**config.mk**
```make
export PLATFORM = sky130hd
export DESIGN_NAME = and_operand_sequencer
export DESIGN_NICKNAME = d
export VERILOG_FILES = /design/src/rtl/and_operand_sequencer.sv
export SDC_FILE = /design/constraint.sdc
export NUM_CORES = 1
export LEC_CHECK = 0
export ABC_CLOCK_PERIOD_IN_PS = 2600
export BUFFER_PORTS_ARGS = -buffer_cell sky130_fd_sc_hd__buf_2
export CORE_UTILIZATION = 35
export DETAILED_ROUTE_END_ITERATION = 10
export GPL_ROUTABILITY_DRIVEN = 0
export PLACE_DENSITY = 0.54
export SYNTH_ARGS = -nofsm -noshare
export SYNTH_HDL_FRONTEND = slang
export SYNTH_SLANG_ARGS = --single-unit
```
**constraint.sdc**
```tcl
create_clock -name clk -period 2.6 [get_ports clk]
set_input_delay 0.39 -clock clk [delete_from_list [all_inputs] [get_ports clk]]
set_output_delay 0.39 -clock clk [all_outputs]
set_load 0.03 [all_outputs]
```
**src/rtl/and_operand_sequencer.sv**
```systemverilog
`default_nettype none
// +--------------------------------------------------------------------------+
// | and_operand_sequencer: pairs an A-then-B byte stream into a small FIFO   |
// | and presents the head pair to the AND unit over valid/ready.             |
// | Revision: 1.0                                                            |
// +--------------------------------------------------------------------------+
module and_operand_sequencer #(
  parameter int WIDTH = 8,
  parameter int DEPTH = 2
) (
  input  logic                       clk,
  input  logic                       reset,
  input  logic [WIDTH-1:0]           in_data,
  input  logic                       in_valid,
  output logic                       in_ready,
  input  logic                       in_clear,
  output logic [WIDTH-1:0]           a_out,
  output logic [WIDTH-1:0]           b_out,
  output logic                       out_valid,
  input  logic                       out_ready,
  output logic [$clog2(DEPTH+1)-1:0] count,
  output logic                       phase
);

  localparam int CW = $clog2(DEPTH + 1);
  localparam int PW = $clog2(DEPTH);

  typedef enum logic [0:0] {
    S_A = 1'b0,
    S_B = 1'b1
  } state_t;

  state_t                 state_q, state_d;
  logic [WIDTH-1:0]       a_hold_q, a_hold_d;
  logic [2*WIDTH-1:0]     mem_q [DEPTH];
  logic [2*WIDTH-1:0]     mem_d [DEPTH];
  logic [PW-1:0]          rd_ptr_q, rd_ptr_d;
  logic [PW-1:0]          wr_ptr_q, wr_ptr_d;
  logic [CW-1:0]          count_q, count_d;

  logic                   full;
  logic                   pop;
  logic                   push;
  logic                   accept;
  logic [2*WIDTH-1:0]     head;

  always_comb begin
    full      = (count_q == CW'(DEPTH));
    out_valid = (count_q != '0);
    pop       = out_valid && out_ready;
    head      = mem_q[rd_ptr_q];
    a_out     = out_valid ? head[2*WIDTH-1:WIDTH] : '0;
    b_out     = out_valid ? head[WIDTH-1:0]       : '0;
    count     = count_q;
    phase     = (state_q == S_B);

    // A full FIFO can still take the B when the head leaves this same cycle.
    in_ready = 1'b0;
    if (!reset && !in_clear) begin
      in_ready = (state_q == S_A) ? 1'b1 : (!full || pop);
    end

    accept = in_valid && in_ready;
    push   = accept && (state_q == S_B);

    state_d  = state_q;
    a_hold_d = a_hold_q;
    mem_d    = mem_q;
    rd_ptr_d = rd_ptr_q;
    wr_ptr_d = wr_ptr_q;
    count_d  = count_q;

    if (in_clear) begin
      state_d  = S_A;
      a_hold_d = '0;
    end else if (accept) begin
      if (state_q == S_A) begin
        a_hold_d = in_data;
        state_d  = S_B;
      end else begin
        state_d  = S_A;
        a_hold_d = '0;
      end
    end

    if (push) begin
      mem_d[wr_ptr_q] = {a_hold_q, in_data};
      wr_ptr_d        = wr_ptr_q + PW'(1);
    end
    if (pop) begin
      rd_ptr_d = rd_ptr_q + PW'(1);
    end

    case ({push, pop})
      2'b10:   count_d = count_q + CW'(1);
      2'b01:   count_d = count_q - CW'(1);
      default: count_d = count_q;
    endcase
  end

  always_ff @(posedge clk) begin
    if (reset) begin
      state_q  <= S_A;
      a_hold_q <= '0;
      rd_ptr_q <= '0;
      wr_ptr_q <= '0;
      count_q  <= '0;
      for (int i = 0; i < DEPTH; i++) begin
        mem_q[i] <= '0;
      end
    end else begin
      state_q  <= state_d;
      a_hold_q <= a_hold_d;
      rd_ptr_q <= rd_ptr_d;
      wr_ptr_q <= wr_ptr_d;
      count_q  <= count_d;
      mem_q    <= mem_d;
    end
  end

endmodule
`default_nettype wire

```
Word level (Yosys, flattened, before mapping)
Cells that the tools add are included.

Muxes and demuxes: 13. Equal/unequal tests: 3. Add/sub/neg operators: 4. $lt $le $gt $ge: 3. Bitwise gates (word level): 2. Reduce and logical (&&, ||, !) cells: 12.

Operators with widths (number): $mux 16 (4); $bwmux 32 (1); $mux 8 (3); $demux 16 s1 (1); $logic_and 1x1->1 (5); $eq 2x2->1 const B (2); $ge 2x2->1 const B (2); $not 1->2 (2); $pmux 2 s2 (1); $reduce_bool 2->1 (2); $logic_not 1->1 (3); $mux 1 (3); $add 1x1->1 const B (2); $add 2x1->2 const B (1); $eq 2x1->1 const B (1); $lt 2x1->1 const B (1); $reduce_or 2->1 (1); $sub 2x1->2 const B (1); $logic_or 1x1->1 (1).

Flip-flop bits (word level): 45. Output and inout bits: 21. Logic and storage cells: 44. Input bits: 13.

Depth between registers and ports, before layout
Word-level depth: 9. Gate-level depth with buffers: 9.

Least setup slack after synthesis
Ideal clock, no wire load.

Kind: flip-flop to flip-flop. From: register count_q[0], in the netlist count[0]. To: register count_q[1], in the netlist count[1]. Setup slack: 0.100 ns. Cell stages (with the launch flop): 8. Library setup time: 0.070 ns. Data arrival time: 2.430 ns. Required time: 2.530 ns. Buffers on the path: 1. Cell sequence: dfxtp_1 and4bb_2 clkbuf_1 nor2_1 nand3_1 ha_1 or3_1 a21oi_1.

Longest elaborated chain between the ends: 9.

RTL lines: start: declaration (line 39) `logic [CW-1:0] count_q, count_d;`; start signal: assignment (line 116) `count_q <= count_d;`; $eq 2x2->1 or $reduce_bool 2->1 (tied branches) (line 48, 49); $logic_not 1->1 or $logic_and 1x1->1 (tied branches) (line 60, 50); $logic_or 1x1->1 (*) (line 60) `in_ready = (state_q == S_A) ? 1'b1 : (!full || pop);`; $mux 1 (*) (line 60); $mux 1 (*) (line 59) `if (!reset && !in_clear) begin`; via in_ready (line 15) `output logic in_ready,`; $logic_and 1x1->1 (*) (line 63) `accept = in_valid && in_ready;`; $logic_and 1x1->1 (*) (line 64) `push = accept && (state_q == S_B);`; $eq 2x1->1 or $eq 2x2->1 (tied branches) (line 94) `case ({push, pop})`; $pmux 2 s2 or $reduce_bool 2->1 (tied branches).

Mark *: on every way through the listed nets, which the timed path passes. The rest lies on a longest branch. A chain may end at the register's enable or synchronous reset.

Worst setup path after layout
From: register rd_ptr_q. To: output a_out[1].

Longest elaborated chain between the ends: 5.

RTL lines: start: declaration (line 37) `logic [PW-1:0] rd_ptr_q, rd_ptr_d;`; start signal: assignment (line 114) `rd_ptr_q <= rd_ptr_d;`; $not 1->2 (not written as such) (line 51) `head = mem_q[rd_ptr_q];`; $mux 16 (not written as such) (3 in series) (line 51); $mux 8 (line 52) `a_out = out_valid ? head[2*WIDTH-1:WIDTH] : '0;`; end: declaration (line 17) `output logic [WIDTH-1:0] a_out,`.

Every way passes these cells. The select of a mux whose other input is x is not followed.

==> results.yml <==
status:
  status: "completed"
clocking:
  cts_hold_buf: 0
  h-tree-depth: 2
  clkLatencyLatePin_ps: 300
  path_clk_slew_ps: 90
  cts_buffers: 5
  cts_resized: 0
  cts_sinks: 45
  clock_path_buffers: 2
  root_buffer: "clkbuf_8"
  cts_setup_buffers: 0
  cts_tree: "built"
cells_and_area:
  multi_input_comb_area_sq_um: 1140
  post-route-util_pct: 42.0
  antenna_cells: 0
  area_growth_pct: 16.3
  final_cell_mix: "mux2i_1 (48), nand2b_1 (48), dfxtp_1 (45)"
  nFillCells: 613
  fin_area_sq_um: 2490
  seqCellArea_sq_um: 901
  finalNetCount: 271
  layout-drive-gt1-share_pct: 20.9
routing:
  ant_nets: 0
  drc: 0
  finalWirelength_um: 4390
  dr.pass1.iters: 4
  via_count: 1547
  wire_per_inst_um: 13.2
  initialDrtViolationCount: 41
  vias_per_cell: 4.65
die:
  die_w_um: 80.2
  fp.dieH_um: 80.2
  fp.coreArea_sq_um: 5920
  fp-row-count: 28
  ios: 34
  die-area_sq_um: 6430
  start_util_pct: 36.1
timing:
  setup_tns_ps: 0
  clock_skew_ps: 7.40
  hold_viol: 0
  maxSlewHeadroom_pct: 75.7
  slew_viol_final: 0
  fin_crit_sh_pct: 74.1
  fin_ws_ps: 674
  worst_slew_pin_slew_ps: 361
  setup_violations: 0
  rsz0062_at_grt: "no"
  final.min_clock_period_ps: 1930
  clock.fmax_ghz: 0.519
synth:
  synth_top_cell_by_area: "dfxtp_1"
  synth_mux_area_share_pct: 22.5
  synth_xor_area_share_pct: 1.23
  syn_area_sq_um: 2140
  ys_seq_area_share_pct: 42.1
  netlist_instances: 225
  synth_top_family_by_area: "simple AND/OR/NAND/NOR gates"
  synthTopCellsByArea: "dfxtp_1 (42%), mux2i_1 (22%), nand2b_1 (14%)"
  synth-simple-area-share_pct: 23.3
  syn_area_per_cell_sq_um: 9.51
  yosys.area_share.adder_pct: 0.585
  synth_compound_area_share_pct: 5.50
  synth_top_area_share_pct: 42.1
  synth_cell_types: 25
  syn_nets: 239
  yosysWarnings: 0
  synthArstFlopShare_pct: 0
  synthFlopType: "dfxtp_1"
  ys_seq_elements: 45
  synth_edf_count: 0
setup_path:
  r2r-end: "count[1]$_SDFFE_PP0P_"
  crit_arrival_ps: 1540
  cp_top_family: "buffers and inverters"
  crit_path_end: "a_out[1]"
  reg2regPathDepth: 6
  critPathBufInv: 2
  cp_max_fo: 14
  r2r_setup_slack_ps: 710
  crit_type: "flip-flop to output pin"
  r2r_start: "count[0]$_SDFFE_PP0P_"
  crit_cells: 4
  required_ps: 2210
  crit_path_cell_trace: "buf_4 -> mux2i_1 -> nor2_1 -> buf_2"
  cp-startpoint: "rd_ptr_q$_SDFFE_PP0P_"
  start_kind: "flip-flop"
  slowest_delay_ps: 430
  end_kind: "output pin"
  critPathSlowestCell: "dfxtp_1"
power:
  pwr-share-clk_pct: 42.0
  power.switching_mw: 0.278
  p_sw_share_pct: 21.2
  power.density_nw_per_um2: 528
  pwr-share-comb_pct: 5.1
  cell_internal_pwr_mw: 1.03
  seq_power_share_pct: 52.8
  p_leak_nw: 0.968
  vdd_ir_drop_max_v: 0.000228
place:
  dp.final_hpwl_um: 3110
  dp_slack_ps: 588
  numPortBuffers: 33
  place_area_sq_um: 2370
hold_path:
  min_path_type: "primary input to flip-flop"
global_route:
  grt_pass1_vias: 1490
  grt_pass1_wl_um: 7230
  grt_remaining_overflow: 0
  antenna_found_initial: 0
  gr-usage-all-layers_pct: 15.0
  grt_max_degree: 30
flow_run:
  maxCapViolCount: 0
## worst reg2reg max path: cells and delay by family (launching register included)
family,cells,cell delay (ps)
flip-flops,1,440
AO/OA/AOI/OAI,1,140
AND/OR/NAND/NOR,4,940
adder cells (fa/ha/maj),1,310
## Yosys cell counts, types with 2 or more instances
library cell / n
buf_6: 2
mux2i_1: 48
inv_1: 3
dfxtp_1: 45
a21oi_1: 11
xor2_1: 2
nor2_1: 20
clkbuf_1: 11
nand2b_1: 48
nand3_1: 9
o21ai_0: 11
nand2_1: 2
## stage by stage
stage / total power [mW] / hold WS (ps) / instances
floorplan: 0.754 / 448 / 225
global placement: 0.779 / 461 / 325
detailed placement: 0.778 / 464 / 325
CTS: 1.33 / 377 / 333
global route: 1.37 / 392 / 333
finish: 1.31 / 382 / 333
## registers in the layout, indices dropped and copies added, names as in the netlist
name	cells
mem_q	32
phase	1
a_hold_q	8
count	2
rd_ptr_q	1
wr_ptr_q	1
## worst min path at each step
| stage | from | to | slack (ps) | cells after the start |
|---|---|---|---|---|
| after detailed placement | mem_q[11]$_SDFFE_PP0P_ | mem_q[11]$_SDFFE_PP0P_ | 460 | 2 |
| after floorplan | mem_q[0]$_SDFFE_PP0P_ | mem_q[0]$_SDFFE_PP0P_ | 450 | 2 |
| after global routing | in_data[7] | a_hold_q[7]$_SDFFE_PP0P_ | 390 | 3 |
| after CTS | in_data[5] | a_hold_q[5]$_SDFFE_PP0P_ | 380 | 3 |
| final | in_data[5] | a_hold_q[5]$_SDFFE_PP0P_ | 380 | 3 |
| after global placement | mem_q[15]$_SDFFE_PP0P_ | mem_q[15]$_SDFFE_PP0P_ | 460 | 2 |
## kinds of logic after synthesis
group,after synthesis
simple gates,86
compound gates,23
flops,45
xor+xnor,3
fa+ha+maj,1
mux,48
buf+inv,19
## power groups by stage
stage               combinational [mW]  sequential, mW  clock, mW
CTS                             0.0687           0.694      0.570
global route                    0.0742           0.694      0.598
detailed placement              0.0685           0.710          0
floorplan                       0.0439           0.710          0
finish                          0.0675           0.693      0.552
global placement                0.0688           0.710          0
## per-layer routing
layer	routed length, um	track usage (%)	up-vias
li1	-	-	822
met1	2280	20.7	687
met2	1890	22.9	31
met3	165	3.52	7
met4	53	4.82	0
met5	0	0	-
## cell type report
type / instances / area share [%]
Inverter: 3 / 0.453
Tap cell: 75 / 3.77
Multi-Input combinational cell: 161 / 45.7
Clock inverter: 2 / 1.51
Timing Repair Buffer: 41 / 9.05
Clock buffer: 6 / 3.32
Sequential cell: 45 / 36.2
Note: power is estimated with default switching activity, not from simulation.
